[src/rtl/serial_tx_pkg.sv]
// Shared definitions for the serial frame transmitter.
//   tx_state_t : frame FSM states (IDLE, START, DATA, PARITY, STOP)
//   START_BIT  : line level during the start bit
//   STOP_BIT   : line level during the stop bit
//   IDLE_LEVEL : line level between frames
package serial_tx_pkg;

    typedef enum logic [2:0] {
        IDLE,
        START,
        DATA,
        PARITY,
        STOP
    } tx_state_t;

    localparam logic START_BIT  = 1'b0;
    localparam logic STOP_BIT   = 1'b1;
    localparam logic IDLE_LEVEL = 1'b1;

endpackage

[src/rtl/bit_tick_counter.sv]
// Per-bit cycle counter for the serial transmitter.
// Counts 0..BIT_CYCLES-1 while enabled and raises tick on the last cycle of each
// bit, then wraps to 0. With BIT_CYCLES=1 tick is high on every enabled cycle.
// Ports:
//   clock  in   rising-edge clock
//   reset  in   synchronous, active-high reset (count -> 0)
//   clear  in   synchronous clear (count -> 0), used while the line is idle
//   en     in   count enable (frame in progress)
//   tick   out  combinational: en && count == BIT_CYCLES-1
module bit_tick_counter #(
    parameter int unsigned BIT_CYCLES = 1
) (
    input  logic clock,
    input  logic reset,
    input  logic clear,
    input  logic en,
    output logic tick
);

    localparam int unsigned CW = (BIT_CYCLES > 1) ? $clog2(BIT_CYCLES) : 1;
    localparam logic [CW-1:0] LAST = CW'(BIT_CYCLES - 1);

    logic [CW-1:0] cnt_q;
    logic [CW-1:0] cnt_d;

    assign tick = en && (cnt_q == LAST);

    always_comb begin
        cnt_d = cnt_q;
        if (clear) begin
            cnt_d = '0;
        end else if (en) begin
            cnt_d = (cnt_q == LAST) ? '0 : cnt_q + CW'(1);
        end
    end

    always_ff @(posedge clock) begin
        if (reset) begin
            cnt_q <= '0;
        end else begin
            cnt_q <= cnt_d;
        end
    end

endmodule

[src/rtl/serial_bit_tx.sv]
// Parallel-to-serial frame transmitter.
// Frame: start bit (0), DATA_WIDTH data bits LSB first, optional parity bit,
// stop bit (1); each bit held BIT_CYCLES clocks; line idles high.
// Ports:
//   clock       in   rising-edge clock
//   reset       in   synchronous, active-high reset
//   tx_data     in   word to send, sampled only on accept (tx_valid && tx_ready)
//   tx_valid    in   word available
//   tx_ready    out  transmitter idle and able to accept a word
//   serial_out  out  registered serial line, idle = 1
//   busy        out  frame in progress
//   tx_done     out  one-cycle pulse in the cycle after the last stop-bit cycle
module serial_bit_tx
    import serial_tx_pkg::*;
#(
    parameter int unsigned DATA_WIDTH = 8,
    parameter int unsigned PARITY_EN  = 1,
    parameter int unsigned PARITY_ODD = 0,
    parameter int unsigned BIT_CYCLES = 1
) (
    input  logic                  clock,
    input  logic                  reset,
    input  logic [DATA_WIDTH-1:0] tx_data,
    input  logic                  tx_valid,
    output logic                  tx_ready,
    output logic                  serial_out,
    output logic                  busy,
    output logic                  tx_done
);

    localparam int unsigned BW = $clog2(DATA_WIDTH + 1);
    localparam logic [BW-1:0] LAST_BIT = BW'(DATA_WIDTH - 1);

    tx_state_t             state_q, state_d;
    logic [DATA_WIDTH-1:0] shreg_q, shreg_d;
    logic [BW-1:0]         bit_cnt_q, bit_cnt_d;
    logic                  parity_q, parity_d;
    logic                  serial_out_q, serial_out_d;
    logic                  tx_done_q, tx_done_d;

    logic accept;
    logic tick;

    assign accept     = tx_valid && (state_q == IDLE);
    assign tx_ready   = (state_q == IDLE);
    assign busy       = (state_q != IDLE);
    assign serial_out = serial_out_q;
    assign tx_done    = tx_done_q;

    bit_tick_counter #(
        .BIT_CYCLES(BIT_CYCLES)
    ) u_tick (
        .clock(clock),
        .reset(reset),
        .clear(state_q == IDLE),
        .en   (state_q != IDLE),
        .tick (tick)
    );

    always_comb begin
        state_d   = state_q;
        shreg_d   = shreg_q;
        bit_cnt_d = bit_cnt_q;
        parity_d  = parity_q;
        tx_done_d = 1'b0;

        case (state_q)
            IDLE: begin
                if (accept) begin
                    shreg_d   = tx_data;
                    parity_d  = (PARITY_ODD != 0) ? ~^tx_data : ^tx_data;
                    bit_cnt_d = '0;
                    state_d   = START;
                end
            end
            START: begin
                if (tick) state_d = DATA;
            end
            DATA: begin
                if (tick) begin
                    shreg_d = shreg_q >> 1;
                    if (bit_cnt_q == LAST_BIT) begin
                        bit_cnt_d = '0;
                        state_d   = (PARITY_EN != 0) ? PARITY : STOP;
                    end else begin
                        bit_cnt_d = bit_cnt_q + BW'(1);
                    end
                end
            end
            PARITY: begin
                if (tick) state_d = STOP;
            end
            STOP: begin
                if (tick) begin
                    state_d   = IDLE;
                    tx_done_d = 1'b1;
                end
            end
            default: state_d = IDLE;
        endcase

        // The line level is decoded from the next state so the registered output
        // lines up with state_q: the start bit shows in the cycle after accept.
        case (state_d)
            START:   serial_out_d = START_BIT;
            DATA:    serial_out_d = shreg_d[0];
            PARITY:  serial_out_d = parity_d;
            STOP:    serial_out_d = STOP_BIT;
            default: serial_out_d = IDLE_LEVEL;
        endcase
    end

    always_ff @(posedge clock) begin
        if (reset) begin
            state_q      <= IDLE;
            shreg_q      <= '0;
            bit_cnt_q    <= '0;
            parity_q     <= 1'b0;
            serial_out_q <= IDLE_LEVEL;
            tx_done_q    <= 1'b0;
        end else begin
            state_q      <= state_d;
            shreg_q      <= shreg_d;
            bit_cnt_q    <= bit_cnt_d;
            parity_q     <= parity_d;
            serial_out_q <= serial_out_d;
            tx_done_q    <= tx_done_d;
        end
    end

endmodule
[config.mk]
export PLATFORM = sky130hd
export DESIGN_NAME = serial_bit_tx
export DESIGN_NICKNAME = d
export VERILOG_FILES = /design/src/rtl/serial_tx_pkg.sv /design/src/rtl/bit_tick_counter.sv /design/src/rtl/serial_bit_tx.sv
export SDC_FILE = /design/constraint.sdc
export NUM_CORES = 1
export LEC_CHECK = 0
export BUFFER_PORTS_ARGS = -buffer_cell sky130_fd_sc_hd__buf_2
export CAP_MARGIN = 40
export CELL_PAD_IN_SITES_DETAIL_PLACEMENT = 2
export CELL_PAD_IN_SITES_GLOBAL_PLACEMENT = 2
export CORE_ASPECT_RATIO = 0.6
export CORE_MARGIN = 3
export CORE_UTILIZATION = 35
export CTS_CLUSTER_DIAMETER = 100
export DETAILED_ROUTE_END_ITERATION = 6
export PLACE_DENSITY = 0.81
export RECOVER_POWER = 100
export SYNTH_ARGS = -nofsm -noshare
export SYNTH_HDL_FRONTEND = slang
export SYNTH_SLANG_ARGS = --single-unit
[constraint.sdc]
create_clock -name clock -period 2.55 [get_ports clock]
set_input_delay 0.51 -clock clock [delete_from_list [all_inputs] [get_ports clock]]
set_output_delay 0.51 -clock clock [all_outputs]
set_load 0.05 [all_outputs]
==> summary.md, run 1 <==
| Metric | Value |
|---|---|
| Outcome | `complete, no violations` |
| Clk sinks | `18` |
| Synth top cells by count | `18 x dfxtp_1, 13 x nor2_1, 8 x xnor2_1` |
| Worst-path clk slew | `0.07 ns` |
| Unique masters post-synth | `32` |
| Cell Count, Final, Fillers Out | `132` |
| Area growth from synthesis to layout | `12.0%` |
| DRT Wirelength | `2.27 mm` |
| DR pass1 iterations | `5` |
| DP Cell Count | `129` |
| YS warnings | `0` |
| Routed Antenna Nets | `0` |
| Post-CTS setup buffer count | `0` |
| Final hold viol count | `0` |
| Initial Util | `38.2%` |
| # nets final | `116` |
| Syn Nets | `100` |
| Worst skew pair latency | `0.25 ns` |
| Endpoint type of the worst setup path | `primary output` |
| R2r setup slk | `0.68 ns` |
| Ant diodes | `0` |
| Hold-fix buffers, CTS | `0` |
| Pwr dens | `688 nW/um2` |
| Max-cap violations | `0` |
| Chip width | `69.9 um` |
| TNS Setup | `0 ns` |
| Overflow after GRT | `0` |
| Cell Rows | `13` |
| Htree depth | `1` |
| CP cell instances | `nor3_2 -> inv_1 -> clkbuf_1` |
| Buffers on Ports | `14` |
| Fraction of layout cells with a size suffix above 1 | `16.7%` |
| Hpwl dp | `1.67 mm` |
| Synth async-reset ratio | `0%` |
| RSZ-0062 raised after global routing | `no` |
| Crit-path slowest cell | `dfxtp_1` |
| F_max | `491 MHz` |
| Total vias in the final route | `717` |
| Crit path buffers/inverters | `2` |
| CP max FO | `12` |
| Die height | `44.3 um` |
| Via density | `5.43` |
| WP data arrival | `1.53 ns` |
| Worst-Margin Slew | `0.621 ns` |
| TritonCTS buffer count | `3` |
| Largest net degree at the start of global routing | `19` |
| First-pass GRT wire length | `3.74 mm` |
| Initial antenna violation count | `0` |
| CP peak stage delay | `0.64 ns` |
| Initial drt markers | `49` |
| CORE AREA | `2240 um2` |
| Filler cells | `264` |
| Top-area cell type share of the netlist area | `42.0%` |
| CTS Buffer Depth | `2` |
| Max rail drop VDD | `0.244 mV` |
| Top-count cell post-synth | `dfxtp_1` |
| Worst setup SP type | `flip-flop` |
| Post-route DRC | `0` |
| Setup violators final | `0` |
| Cell family with most CP delay | `flip-flops` |
| DIE AREA | `3100 um2` |
| #FFs+latches synth | `18` |
| Skew final | `0.00492 ns` |
| Number of global-route vias before repair | `762` |
| Max_slew headroom | `58.8%` |
| Avg Cell Area, Syn | `9.74 um2` |
| Post-synth EDFFs | `0` |
| Slew Viols, Final | `0` |
| Period Utilization, post-route | `79.9%` |
| Overall power | `661 uW` |
| Primary FF master, synth | `dfxtp_1` |
| Routability cong. | `0.698` |
| Crit path required time | `2.04 ns` |
| I/O Pins | `15` |
| Clk root buf | `clkbuf_8` |
| Mapped Cells | `88` |
| Tot GR Track Use | `15.8%` |
| Final min period | `2.04 ns` |
| Critical path type | `reg2out` |
| Static Leak | `0.354 nW` |
| Seq/Total Area, Yosys | `42.0%` |
| CTS tree | `yes` |
| Synthesized area | `857 um2` |
| Avg WL per Cell | `17.2 um` |
| Hold crit path type | `reg2reg` |
| Largest cells by area after synthesis | `dfxtp_1 42%, xnor2_1 8.2%, a222oi_1 7.0%` |
| Post-CTS sizing | `0` |
| Area leader, netlist | `dfxtp_1` |
## cell families after synthesis
kind of cell	share of synthesized area [%]
simple gates	23.9
compound gates	16.6
flops	42.0
xor+xnor	8.18
buf+inv	6.57
mux	1.17
fa+ha+maj	1.46
## path summary, 6_finish.rpt
kind	end	cells after the start	from
worst min-delay path	bit_cnt_q[2]	2	bit_cnt_q[2]
worst max register to register	serial_out	5	state_q[0]
worst min register to register	bit_cnt_q[2]	2	bit_cnt_q[2]
worst max-delay path	busy	3	state_q[0]
## power breakdown
group	switching (mW)	internal, mW
clock network	0.0935	0.105
logic	0.0863	0.0548
registers	0.0210	0.300
total	0.201	0.460
## placed cells by master, fill, tap and decap left out, drive strengths merged, types with 2 or more instances in the layout
cell type | synthesis | layout
dfxtp | 18 | 18
nor2 | 13 | 13
buf | 3 | 12
xnor2 | 8 | 8
clkbuf | 3 | 8
a222oi | 6 | 6
a21oi | 4 | 4
nor3 | 4 | 4
o21ai | 3 | 3
nor4b | 3 | 3
inv | 2 | 2
nand2 | 2 | 2
a22oi | 2 | 2
nand3 | 2 | 2
nor3b | 2 | 2
and2 | 2 | 2
## area by class of cell
cell class / count / area, um2 / area share, %
Timing Repair Buffer: 17 / 83.8 / 8.74
Sequential cell: 18 / 360 / 37.5
Clock buffer: 3 / 41.3 / 4.30
Multi-Input combinational cell: 62 / 429 / 44.7
Tap cell: 30 / 37.5 / 3.91
Inverter: 2 / 7.51 / 0.782
## worst register-to-register path, cell delays in order (launching register included)
cell	delay, ns
dfxtp_1	0.64
nor2_1	0.12
o21ai_0	0.12
clkbuf_1	0.46
a221oi_1	0.21
o31ai_1	0.25
## state kept, by name, indices dropped and copies added, names as in the netlist
name / flops
shreg_q: 8
bit_cnt_q: 4
state_q: 3
parity_q: 1
serial_out: 1
tx_done: 1
## metrics by stage
step                      setup WS, ns  instance area (um2)  utilization (%)  hold WS (ns)
after floorplan                  0.377                  862                -         0.450
after global placement           0.872                  943             42.0         0.480
after detailed placement         0.792                  943             42.0         0.496
after CTS                        0.668                  985             43.9         0.514
after global routing             0.399                  960             42.8         0.540
final                            0.512                  960             42.8         0.510
## metal layers
metal	vias to the layer above	routed length, um	GRT usage, %
met5	-	0	0
met4	0	8	3.44
met3	2	75	5.22
met2	8	1050	25.9
li1	359	-	-
met1	348	1130	20.6
No activity file was read; power rests on OpenSTA's default activity.
==> inputs of run 2 (changes only) <==
- ABC_AREA: unset -> 1
- CORE_UTILIZATION: 35 -> 26
- PLACE_DENSITY: 0.81 -> 0.73
- clock period: 2.55 -> 1.84 ns (I/O delays scaled with it)
==> run 2 against run 1 <==
Setup slack got worse by 0.33 ns. Synthesized cell count is 73% higher. Power up 55%. Critical path depth stayed put. Final area grew 18%. Clock power increased by 66%. Final cell count rose by 61%. Flip-flop and latch count is the same. Critical endpoint unchanged.
==> summary.md, run 2 <==
| Metric | Value |
|---|---|
| Outcome | `complete, no violations` |
| Synth async-reset ratio | `0%` |
| TNS Setup | `0 ns` |
| Pwr dens | `907 nW/um2` |
| Max-cap violations | `0` |
| Worst slack, placed | `0.361 ns` |
| Hpwl dp | `2.33 mm` |
| Final min period | `1.66 ns` |
| Flop pwr share | `43.1%` |
| Cell Rows | `16` |
| R2r setup slk | `0.24 ns` |
| Final hold viol count | `0` |
| YS warnings | `0` |
| Routability cong. | `0.753` |
| Post-Place Cell Area | `1090 um2` |
| Largest net degree at the start of global routing | `17` |
| #FFs+latches synth | `18` |
| Clk sinks | `18` |
| Most frequent cells in the layout | `70 x nand2_1, 19 x inv_1, 18 x dfxtp_1, 11 x buf_2, 7 x a21oi_1` |
| Area leader, netlist | `dfxtp_1` |
| Commonest non-fill, non-tap cell in the layout | `nand2_1` |
| Area growth from synthesis to layout | `13.9%` |
| Via density | `4.58` |
| Combinational share of power | `24.9%` |
| RSZ-0062 raised after global routing | `no` |
| Total vias in the final route | `970` |
| Worst setup SP type | `flip-flop` |
| Reg2reg path depth | `4` |
| Avg WL per Cell | `13.6 um` |
| DRT Wirelength | `2.89 mm` |
| Largest registers | `shreg_q (8), bit_cnt_q (4), state_q (3)` |
| Tot GR Track Use | `13.9%` |
| Worst setup margin | `0.179 ns` |
| DIE AREA | `4610 um2` |
| Number of global-route vias before repair | `1,040` |
| Clk network pwr share | `32.0%` |
| Sw Share | `33.5%` |
| Finished Cell Area | `1130 um2` |
| Period Utilization, post-route | `90.3%` |
| Post-CTS setup buffer count | `0` |
| Post-synth EDFFs | `0` |
| Top-area cell type share of the netlist area | `36.4%` |
| Post-route DRC | `0` |
| Mapped Cells | `152` |
| Synth top cells by count | `69 x nand2_1, 18 x dfxtp_1, 18 x inv_1` |
| Top-count cell post-synth | `nand2_1` |
| Int Power | `680 uW` |
| Die height | `53.8 um` |
| CORE AREA | `3440 um2` |
| CTS Buffer Depth | `2` |
| Primary FF master, synth | `dfxtp_1` |
| Initial antenna violation count | `0` |
| Slew Viols, Final | `0` |
| Max reg flops | `8` |
| Static Leak | `0.545 nW` |
| Syn Nets | `164` |
| Ant diodes | `0` |
| Critical path type | `reg2out` |
| Unique masters post-synth | `24` |
| Initial Util | `28.8%` |
| Max_slew headroom | `55.4%` |
| TritonCTS buffer count | `3` |
| Net Switching | `343 uW` |
| CP cell instances | `inv_1 -> nand2_1 -> clkbuf_2` |
| Largest cells by area after synthesis | `dfxtp_1 36%, nand2_1 26%, inv_1 6.8%` |
| Seq/Total Area, Yosys | `36.4%` |
| Buffers on Ports | `14` |
| Crit path required time | `1.47 ns` |
| Overflow after GRT | `0` |
| Htree depth | `1` |
| I/O Pins | `15` |
| Worst Hold Depth | `3` |
| F_max | `602 MHz` |
| Routed Antenna Nets | `0` |
| Skew final | `0.00661 ns` |
| CTS tree | `yes` |
| CP max FO | `5` |
| Fraction of layout cells with a size suffix above 1 | `15.6%` |
| Post-CTS sizing | `0` |
| # nets final | `180` |
| Synthesized area | `991 um2` |
| WP data arrival | `1.29 ns` |
| Clk root buf | `clkbuf_8` |
| Chip width | `85.7 um` |
| Hold crit path type | `in2reg` |
| Setup violators final | `0` |
| Max rail drop VDD | `0.394 mV` |
| Hold-fix buffers, CTS | `0` |
| Worst skew pair latency | `0.26 ns` |
| Avg Cell Area, Syn | `6.52 um2` |
| CP peak stage delay | `0.43 ns` |
| Worst-Margin Slew | `0.665 ns` |
| DR pass1 iterations | `4` |
| Largest Register | `shreg_q` |
| Initial drt markers | `18` |
| Crit-path slowest cell | `dfxtp_1` |
| First-pass GRT wire length | `4.95 mm` |
| Worst-path clk slew | `0.07 ns` |
| Endpoint type of the worst setup path | `primary output` |
==> run 2: cell count changes after synthesis, sizes merged, moves of 3 or more <==
cell / before / now
a21oi: 4 / 8
a222oi: 6 / 0
a31oi: 0 / 6
inv: 2 / 20
nand2: 2 / 71
nand3: 2 / 7
nor2: 13 / 8
nor4b: 3 / 0
xnor2: 8 / 0
==> run 2: layout make-up <==
cell class | count | area (um2)
fill | 424 | 2310
multi-input combinational | 110 | 509
sequential | 18 | 360
inverter | 20 | 75.1
timing repair buffer | 15 | 72.6
tap | 45 | 56.3
clock buffer | 4 | 55.1
==> run 2: final timing paths <==
check	end	startpoint
setup reg to reg	shreg_q[6]	state_q[1]
setup / recovery	busy	state_q[1]
hold / removal	shreg_q[7]	tx_data[7]
hold reg to reg	shreg_q[7]	shreg_q[7]
==> run 2: per-stage QoR <==
stage               instances  util [%]  total power [mW]  hold WS [ns]
detailed placement        208      31.8             0.720         0.467
floorplan                 152         -             0.647         0.444
global route              212      32.8              1.10         0.415
finish                    212      32.8              1.02         0.408
CTS                       212      33.4              1.05         0.401
global placement          208      31.8             0.703         0.452
==> run 2: cells by family after synthesis <==
kind of cell / count (synthesis) / synth area share [%]
and+or+nand+nor: 92 / 40.9
buffers and inverters: 24 / 10.6
DFF: 18 / 36.4
AOI/OAI and AO/OA: 17 / 10.9
adders and majority gates: 1 / 1.26
==> run 2: power groups by stage <==
stage	Clock (mW)	Combinational (mW)	Sequential, mW
after floorplan	0	0.187	0.460
after global placement	0	0.255	0.449
after detailed placement	0	0.270	0.450
after CTS	0.340	0.271	0.442
after global routing	0.370	0.286	0.445
final	0.328	0.255	0.441
==> run 2: metal layers <==
| metal | track usage (%) | wire (um) | up-vias |
|---|---|---|---|
| li1 | - | - | 501 |
| met1 | 18.1 | 1470 | 455 |
| met2 | 24.0 | 1310 | 14 |
| met3 | 4.13 | 109 | 0 |
| met4 | 1.58 | 0 | 0 |
| met5 | 0 | 0 | - |
==> run 2: worst max-delay path, delay by kind of cell, from the launching register on <==
kind	cells	cell delay (ns)
and+or+nand+nor	1	0.15
DFF	1	0.43
buffers and inverters	2	0.45
==> inputs of run 3 (changes only) <==
- BUFFER_PORTS_ARGS: -buffer_cell sky130_fd_sc_hd__buf_2 -> unset
- CORE_UTILIZATION: 26 -> 29
- DONT_BUFFER_PORTS: unset -> 1
- PLACE_DENSITY: 0.73 -> 0.72
- REMOVE_ABC_BUFFERS: unset -> 1
- SKIP_CTS_REPAIR_TIMING: unset -> 1
==> run 3 against run 2 <==
Critical path depth unchanged. Final cell count decreased by 9.0%. Setup slack got worse by 0.025 ns. Flip-flop and latch count unchanged. Power decreased by 7.9%. Largest cell class unchanged. First-iteration DRC count increased by 100%. Sequential share of layout area increased by 2.9 points. Maximum frequency decreased by 1.5%. Die area decreased by 9.4%. Highest routed layer is now met4. Combinational power decreased by 20%. Core utilization increased by 1.0 points. Worst hold slack got worse by 0.24 ns.
==> summary.md, run 3 (same netlist as run 2, synthesis figures left out) <==
| Metric | Value |
|---|---|
| Worst-path clk slew | `0.07 ns` |
| Initial drt markers | `36` |
| Max reg flops | `8` |
| First-pass GRT wire length | `4.55 mm` |
| Die height | `51.3 um` |
| Endpoint type of the worst setup path | `primary output` |
| Setup violators final | `0` |
| Slew Viols, Final | `0` |
| Ant diodes | `0` |
| Worst setup margin | `0.154 ns` |
| Worst R2R End | `serial_out` |
| Fin Hold WS | `0.170 ns` |
| I/O Pins | `15` |
| Crit path required time | `1.47 ns` |
| Largest net degree at the start of global routing | `17` |
| Period Utilization, post-route | `91.7%` |
| Cell Rows | `15` |
| Htree depth | `1` |
| Pwr dens | `911 nW/um2` |
| Crit path buffers/inverters | `1` |
| # nets final | `165` |
| Routed Antenna Nets | `0` |
| Worst skew pair latency | `0.26 ns` |
| CP cell instances | `nor2_4 -> nand2_4 -> inv_1` |
| Outcome | `complete, no violations` |
| Worst setup SP type | `flip-flop` |
| Critical path type | `reg2out` |
| RSZ-0062 raised after global routing | `no` |
| Largest Register | `shreg_q` |
| Max_slew headroom | `56.9%` |
| Fraction of layout cells with a size suffix above 1 | `8.61%` |
| Worst slack, placed | `0.268 ns` |
| Clk sinks | `18` |
| Met1 usage in global routing | `18.5%` |
| Critical Path End | `tx_ready` |
| Hpwl dp | `2.30 mm` |
| TritonCTS buffer count | `3` |
| Area growth from synthesis to layout | `4.42%` |
| Commonest non-fill, non-tap cell in the layout | `nand2_1` |
| Met2 Resource Use GR | `24.6%` |
| Chip width | `81.5 um` |
| Hold crit path type | `in2reg` |
| Via density | `4.81` |
| CP max FO | `4` |
| CORE AREA | `3060 um2` |
| CTS Buffer Depth | `2` |
| Static Leak | `0.488 nW` |
| Buffers on Ports | `0` |
| Reg-to-reg startpoint | `state_q[2]` |
| Critical path depth | `3` |
| DRT Wirelength | `2.80 mm` |
| Final min period | `1.69 ns` |
| Max rail drop VDD | `0.278 mV` |
| Initial Util | `32.4%` |
| Crit-path slowest cell | `dfxtp_1` |
| Total vias in the final route | `929` |
| Skew final | `0.000938 ns` |
| DIE AREA | `4180 um2` |
| Tot GR Track Use | `14.9%` |
| Avg WL per Cell | `14.5 um` |
| R2r setup slk | `0.28 ns` |
| Clk root buf | `clkbuf_8` |
| DR pass1 iterations | `4` |
| Final hold viol count | `0` |
| Overflow after GRT | `0` |
| CTS tree | `yes` |
| GRT Max-Usage Layer | `met2` |
| Worst-Margin Slew | `0.642 ns` |
| TNS Setup | `0 ns` |
| Number of global-route vias before repair | `982` |
| Reg2reg path depth | `6` |
| WP data arrival | `1.32 ns` |
| Routability cong. | `0.729` |
| Largest registers | `shreg_q (8), bit_cnt_q (4), state_q (3)` |
| Most frequent cells in the layout | `69 x nand2_1, 18 x inv_1, 18 x dfxtp_1, 8 x a21oi_1, 7 x nand3_1` |
| Crit path from | `state_q[2]` |
| Post-route DRC | `0` |
| HP Start | `reset` |
| Cell family with most CP delay | `flip-flops` |
| Max-cap violations | `0` |
| Grt met3 use | `5.11%` |
| Initial antenna violation count | `0` |
| CP peak stage delay | `0.38 ns` |
| F_max | `593 MHz` |
| Filler cells | `384` |
[run 3: cell count changes in the layout (fill, tap and decap cells not counted), sizes merged]
cell,delta
buf,-11
clkbuf,-5
[run 3: worst register-to-register path: cells and delay by family (launching register included)]
kind,cells,cell delay (ns)
AOI/OAI and AO/OA,2,0.29
and+or+nand+nor,4,0.80
DFF,1,0.38
[run 3: how the worst min path moves through the flow]
stage | cells after the start | to | slack (ns)
CTS | 1 | shreg_q[5] | 0.17
global route | 1 | shreg_q[5] | 0.15
detailed placement | 1 | shreg_q[5] | 0.44
finish | 1 | shreg_q[5] | 0.17
global placement | 1 | bit_cnt_q[1] | 0.44
floorplan | 1 | bit_cnt_q[1] | 0.44
[run 3: stage by stage]
step                      utilization [%]  area (um2)  std cells  total power, mW
after floorplan                         -         961        148            0.629
after global placement               33.1        1010        190            0.664
after detailed placement             33.1        1010        190            0.679
after CTS                            34.5        1050        193            0.962
after global routing                 33.8        1030        193             1.00
final                                33.8        1030        193            0.943
[run 3: final cells by class]
cell class              count  area [um2]  area share, %
inverters                  20        75.1           7.26
flip-flops and latches     18         360           34.8
multi-input cells         110         505           48.9
well taps                  42        52.6           5.08
clock buffers               3        41.3           3.99
[run 3: power by group]
| group | leakage, nW | switching [mW] | internal [mW] | total (mW) |
|---|---|---|---|---|
| Clock | 0.0216 | 0.138 | 0.146 | 0.284 |
| Combinational | 0.319 | 0.147 | 0.0562 | 0.203 |
| Sequential | 0.147 | 0.0361 | 0.420 | 0.456 |
| Total | 0.488 | 0.321 | 0.622 | 0.943 |
[run 3: per-layer routing]
metal	vias up	part of all wire [%]	routed length (um)
met2	12	46	1280
met3	4	3.9	109
met4	0	0.82	23
met1	443	50	1380
met5	-	0	0
li1	470	-	-
